$ cat config.mk
export PLATFORM = sky130hd
export DESIGN_NAME = code_encoder
export DESIGN_NICKNAME = d
export VERILOG_FILES = /design/src/rtl/code_pkg.sv /design/src/rtl/code_fifo.sv /design/src/rtl/code_encoder.sv
export SDC_FILE = /design/constraint.sdc
export NUM_CORES = 1
export LEC_CHECK = 0
export CAP_MARGIN = 10
export CORE_MARGIN = 2
export CORE_UTILIZATION = 50
export DETAILED_ROUTE_END_ITERATION = 8
export PLACE_DENSITY = 0.83
export SYNTH_ARGS = -nofsm -noshare
export SYNTH_HDL_FRONTEND = slang
export SYNTH_SLANG_ARGS = --single-unit
$ cat constraint.sdc
create_clock -name clk -period 3.2 [get_ports clk]
set_clock_uncertainty 0.15 [all_clocks]
set_input_delay 0.64 -clock clk [delete_from_list [all_inputs] [get_ports clk]]
set_output_delay 0.64 -clock clk [all_outputs]
set_load 0.005 [all_outputs]
$ cat src/rtl/code_pkg.sv
// Shared definitions for the BCD self-complementing encoder.
// The table is a shifted BCD code: 0..4 add two, 5..9 add four, so
// code(9-d) is always the bitwise inverse of code(d).
package code_pkg;

    localparam int CODE_W = 4;

    localparam logic [CODE_W-1:0] CODE_0 = 4'b0010;
    localparam logic [CODE_W-1:0] CODE_1 = 4'b0011;
    localparam logic [CODE_W-1:0] CODE_2 = 4'b0100;
    localparam logic [CODE_W-1:0] CODE_3 = 4'b0101;
    localparam logic [CODE_W-1:0] CODE_4 = 4'b0110;
    localparam logic [CODE_W-1:0] CODE_5 = 4'b1001;
    localparam logic [CODE_W-1:0] CODE_6 = 4'b1010;
    localparam logic [CODE_W-1:0] CODE_7 = 4'b1011;
    localparam logic [CODE_W-1:0] CODE_8 = 4'b1100;
    localparam logic [CODE_W-1:0] CODE_9 = 4'b1101;

    // A digit is legal BCD when it is 0..9.
    function automatic logic is_legal(input logic [3:0] digit);
        return (digit <= 4'd9);
    endfunction

    // Digit-to-code lookup; illegal digits return zero and are never stored.
    function automatic logic [CODE_W-1:0] encode_digit(input logic [3:0] digit);
        logic [CODE_W-1:0] code;
        case (digit)
            4'd0:    code = CODE_0;
            4'd1:    code = CODE_1;
            4'd2:    code = CODE_2;
            4'd3:    code = CODE_3;
            4'd4:    code = CODE_4;
            4'd5:    code = CODE_5;
            4'd6:    code = CODE_6;
            4'd7:    code = CODE_7;
            4'd8:    code = CODE_8;
            4'd9:    code = CODE_9;
            default: code = '0;
        endcase
        return code;
    endfunction

endpackage

$ cat src/rtl/code_fifo.sv
// Small synchronous FIFO holding encoded words.
// The head is presented combinationally so a word written on one edge is
// visible right after that edge; the output reads zero while empty.
module code_fifo
    import code_pkg::*;
#(
    parameter int DEPTH = 4,
    parameter int WIDTH = CODE_W
) (
    input  logic                     clk,
    input  logic                     rst_n,
    input  logic                     push,
    input  logic [WIDTH-1:0]         din,
    input  logic                     pop,
    output logic [WIDTH-1:0]         dout,
    output logic                     full,
    output logic                     empty,
    output logic [$clog2(DEPTH):0]   level
);

    localparam int PTR_W = $clog2(DEPTH);
    localparam logic [PTR_W:0] LEVEL_FULL = (PTR_W+1)'(DEPTH);

    logic [WIDTH-1:0] mem [DEPTH];
    logic [PTR_W-1:0] wr_ptr_reg;
    logic [PTR_W-1:0] rd_ptr_reg;
    logic [PTR_W:0]   level_reg;
    logic             push_ok;
    logic             pop_ok;

    assign full    = (level_reg == LEVEL_FULL);
    assign empty   = (level_reg == '0);
    assign level   = level_reg;
    // Writes into a full FIFO and reads from an empty one are ignored here,
    // so callers may hold push/pop high without guarding them.
    assign push_ok = push && !full;
    assign pop_ok  = pop && !empty;
    assign dout    = empty ? '0 : mem[rd_ptr_reg];

    // Storage array: write only, no reset, so it maps onto plain RAM cells.
    always_ff @(posedge clk) begin
        if (push_ok) begin
            mem[wr_ptr_reg] <= din;
        end
    end

    // Pointers and occupancy; pointers wrap naturally since DEPTH is 2^n.
    always_ff @(posedge clk or negedge rst_n) begin
        if (!rst_n) begin
            wr_ptr_reg <= '0;
            rd_ptr_reg <= '0;
            level_reg  <= '0;
        end else begin
            if (push_ok) begin
                wr_ptr_reg <= wr_ptr_reg + PTR_W'(1);
            end
            if (pop_ok) begin
                rd_ptr_reg <= rd_ptr_reg + PTR_W'(1);
            end
            case ({push_ok, pop_ok})
                2'b10:   level_reg <= level_reg + (PTR_W+1)'(1);
                2'b01:   level_reg <= level_reg - (PTR_W+1)'(1);
                default: level_reg <= level_reg;
            endcase
        end
    end

endmodule

$ cat src/rtl/code_encoder.sv
// BCD digit encoder with an output FIFO.
// Legal digits are encoded on the way into the FIFO; illegal digits are
// accepted, discarded and flagged with a one-cycle err pulse.
module code_encoder
    import code_pkg::*;
#(
    parameter int DEPTH = 4
) (
    input  logic                     clk,
    input  logic                     rst_n,
    input  logic [3:0]               d,
    input  logic                     d_valid,
    output logic                     d_ready,
    output logic [CODE_W-1:0]        C,
    output logic                     c_valid,
    input  logic                     c_ready,
    output logic                     err,
    output logic [$clog2(DEPTH):0]   level
);

    logic              fifo_full;
    logic              fifo_empty;
    logic              accept;
    logic              digit_legal;
    logic              fifo_push;
    logic [CODE_W-1:0] code_word;
    logic              err_reg;

    // Readiness depends only on occupancy, never on the consumer side.
    assign d_ready     = !fifo_full;
    assign accept      = d_valid && d_ready;
    assign digit_legal = is_legal(d);
    assign fifo_push   = accept && digit_legal;
    assign code_word   = encode_digit(d);
    assign c_valid     = !fifo_empty;
    assign err         = err_reg;

    code_fifo #(
        .DEPTH (DEPTH),
        .WIDTH (CODE_W)
    ) u_fifo (
        .clk   (clk),
        .rst_n (rst_n),
        .push  (fifo_push),
        .din   (code_word),
        .pop   (c_ready),
        .dout  (C),
        .full  (fifo_full),
        .empty (fifo_empty),
        .level (level)
    );

    // Flag an accepted illegal digit for exactly the following cycle.
    always_ff @(posedge clk or negedge rst_n) begin
        if (!rst_n) begin
            err_reg <= 1'b0;
        end else begin
            err_reg <= accept && !digit_legal;
        end
    end

endmodule

==> results_tabular.tex, run 1 <==
\begin{tabular}{lr}
\hline
Metric & Value \\
\hline
\multicolumn{2}{l}{\textbf{Critical path}} \\
Buf+Inv Stages, Crit Path & 1 \\
Ordered cell list for the critical path & mux4\_2, and2\_1, clkdlybuf4s50\_1 \\
Maximum net fanout on the critical path & 6 \\
Cell family with the largest share of critical-path delay & flip-flops \\
Startpoint-to-endpoint class of the critical path & flop to primary output \\
Crit path required time & 2.41 ns \\
Kind of end point of the critical path & primary output \\
Crit-path max cell delay & 0.55 ns \\
Worst path arrival time & 2.00 ns \\
Crit path launch type & flop \\
Slowest CP cell & dfrtp\_1 \\
\multicolumn{2}{l}{\textbf{Finish}} \\
Layout cell share with drive strength beyond 1 & 15.3\% \\
Total Nets Final & 113 \\
Flip-flop count of the largest register, all copies and words added & 16 \\
Area used by sequential logic in the layout & 681 um2 \\
Number of antenna diodes & 0 \\
Area used by multi-input combinational logic & 434 um2 \\
Layout area overhead & 18.8\% \\
Fillers & 163 \\
\multicolumn{2}{l}{\textbf{Hold path}} \\
Hold Path Class & flop to flop \\
\multicolumn{2}{l}{\textbf{Floorplanning}} \\
Core area & 2190 um2 \\
DIE AREA & 2720 um2 \\
Rows & 17 \\
Number of top-level pins & 18 \\
Height of the die & 52.1 um \\
Initial core utilization & 52.9\% \\
Chip Width & 52.1 um \\
\multicolumn{2}{l}{\textbf{Clocking}} \\
CTS Sinks & 24 \\
Clock input transition at the sequential cells of the worst setup and hold paths & 0.12 ns \\
H-tree depth & 1 \\
Hold bufs inserted after CTS & 0 \\
Number of gates resized after cts & 0 \\
Clk\_lat worst skew & 0.32 ns \\
CTS tree & yes \\
Num CTS Buffers & 3 \\
Bufs on Longest Clock Path & 2 \\
Root cell of the clock tree & clkbuf\_4 \\
Number of buffers added for setup after CTS & 0 \\
\multicolumn{2}{l}{\textbf{Global route}} \\
Final global-route overflow total & 0 \\
Antenna violations before repair & 0 \\
Maximum number of pins on one net before global-route repair & 14 \\
Combined global-route utilization of all metal layers & 15.8\% \\
Via count of the first global-routing pass & 628 \\
Wire length of the first global-routing pass & 2.94 mm \\
\multicolumn{2}{l}{\textbf{Timing}} \\
Final setup violating endpoints & 0 \\
Highest Clock Rate & 358 MHz \\
Setup repair after global routing missed its margin & no \\
Minimum period implied by the final worst setup slack & 2.79 ns \\
Crit path setup slack, layout & 0.409 ns \\
Slew at the pin closest to its max-slew limit & 0.524 ns \\
Final-report hold violation count & 0 \\
Post-route fraction of the period consumed by the critical path & 87.2\% \\
Final max-slew violation count & 0 \\
Slew HR & 65.0\% \\
Total negative slack & 0 ns \\
\multicolumn{2}{l}{\textbf{Synth}} \\
Proportion of synthesized chip area in sequential cells & 58.7\% \\
Cell type with the largest total area after synthesis & edfxtp\_1 \\
Yosys warns & 0 \\
Number of synthesized register bits & 24 \\
Area share of the largest cell type after synthesis & 41.5\% \\
Syn Inst Count & 79 \\
Syn\_area\_per\_cell & 14.7 um2 \\
Unique cell type count in the Yosys netlist & 26 \\
Largest cells by area after synthesis & edfxtp\_1 41\%, dfrtp\_1 17\%, mux4\_2 7.8\%, ha\_1 5.4\%, and2\_1 3.2\% \\
Combined area of all synthesized cells & 1160 um2 \\
Mapped Nets & 93 \\
\multicolumn{2}{l}{\textbf{Placed design}} \\
Placer congestion estimate & 0.688 \\
Half-perimeter wire length of the detailed placement result & 1.38 mm \\
Dpl ws & 0.228 ns \\
I/O Buffers & 17 \\
\multicolumn{2}{l}{\textbf{Detailed routing}} \\
DR vias & 630 \\
Drt total wl & 1.72 mm \\
Routed wirelength normalized by instance count & 13.6 um \\
Remaining routing DRC violations & 0 \\
Pre-Repair DR Iteration Count & 4 \\
Count of routing violations after the opening detailed-route iteration & 5 \\
Post-detailed-route count of antenna-violating nets & 0 \\
Vias per inst & 5.00 \\
\multicolumn{2}{l}{\textbf{Power}} \\
Internal Dissipation & 0.759 mW \\
Sequential share of power & 44.2\% \\
Clk network pwr share & 12.3\% \\
Worst voltage drop across the vdd grid & 0.464 mV \\
Cell area power density & 793 nW/um2 \\
Fraction of power spent switching nets & 30.5\% \\
Switching power summed over all nets & 0.332 mW \\
Static leakage power & 0.538 nW \\
Combinational power share & 43.5\% \\
\multicolumn{2}{l}{\textbf{Job}} \\
Max-cap check violation count & 0 \\
\multicolumn{2}{l}{\textbf{Outcome}} \\
Status & finished, final reports clean \\
\hline
\end{tabular}
cells in the mapped netlist:
library cell	count
edfxtp_1	16
dfrtp_1	8
and2_1	6
inv_1	6
ha_1	5
and2_4	4
mux4_2	4
nor2_1	4
nand2_1	3
xnor2_1	3
xor2_1	3
mux2i_1	2
nand2b_1	2
and3_1	1
buf_2	1
buf_6	1
clkbuf_2	1
fa_1	1
nand3_1	1
o21ai_0	1
o22ai_1	1
o22ai_2	1
o32ai_1	1
or3_1	1
or3b_4	1
xnor2_2	1
layout by cell type (no fill, tap or decap), drive strengths merged, types with 2 or more instances in the layout:
cell	count
and2	10
clkbuf	4
clkdlybuf4s50	17
dfrtp	8
edfxtp	16
ha	5
inv	6
mux2i	2
mux4	4
nand2	3
nand2b	2
nor2	4
o22ai	2
xnor2	4
xor2	3
stage by stage:
step	instance area, um2	total power [mW]	utilization (%)	cells	hold slack, ns
finish	1380	1.09	62.8	126	0.387
detailed placement	1350	0.974	61.6	122	0.364
floorplan	1160	0.775	-	79	0.194
CTS	1380	1.10	62.8	126	0.385
global placement	1350	0.948	61.6	122	0.347
global route	1380	1.17	62.8	126	0.410
per-layer routing:
layer / routed length [um] / GRT usage [%] / part of all wire, %
met2: 848 / 24.9 / 49
met1: 763 / 19.5 / 44
met3: 51 / 2.59 / 3.0
met5: 0 / 0 / 0
met4: 53 / 11.5 / 3.1
area by class of cell:
| cell class | instances | share of cell area, % |
|---|---|---|
| sequential | 24 | 49.5 |
| multi-input combinational | 46 | 31.5 |
| timing repair buffer | 18 | 12.9 |
| tap | 28 | 2.55 |
| clock buffer | 4 | 1.91 |
| inverter | 6 | 1.64 |
path summary, 6_finish.rpt:
kind,start,end,slack [ns],depth (start not counted)
min reg2reg,u_fifo.level[2],u_fifo.level[2],0.39,1
min in group asynchronous,rst_n,u_fifo.level[0],0.44,1
min,u_fifo.level[2],u_fifo.level[2],0.39,1
max reg2reg,u_fifo.level[0],u_fifo.level[2],0.84,9
max,u_fifo.rd_ptr_reg[0],C[3],0.41,3
max in group asynchronous,rst_n,u_fifo.level[2],2.19,1
power by group through the flow:
stage	registers [mW]	logic, mW	clock network [mW]
floorplan	0.461	0.315	0
global placement	0.487	0.461	0
detailed placement	0.490	0.483	0
CTS	0.483	0.486	0.135
global route	0.495	0.527	0.150
finish	0.482	0.475	0.134
kinds of logic (layout without fill, tap and decap cells):
| family | after synthesis | after routing | share of synthesized area (%) |
|---|---|---|---|
| flip-flops | 24 | 24 | 58.7 |
| AND/OR/NAND/NOR | 23 | 23 | 12.1 |
| buffers and inverters | 9 | 28 | 3.78 |
| XOR/XNOR | 7 | 7 | 5.94 |
| adder cells (fa/ha/maj) | 6 | 6 | 7.13 |
| multiplexers | 6 | 6 | 9.50 |
| AO/OA/AOI/OAI | 4 | 4 | 2.81 |
Note: power is estimated with default switching activity, not from simulation.
==> run 2, diff against run 1 <==
GPL_ROUTABILITY_DRIVEN = 1   (was not set)
==> results of run 2 <==
The final DEF is identical to that of run 1; final timing and power are the same.
==> run 3, diff against run 2 <==
CAP_MARGIN = 40   (was 10)
==> results of run 3 <==
The final DEF is identical to that of run 1; final timing and power are the same.
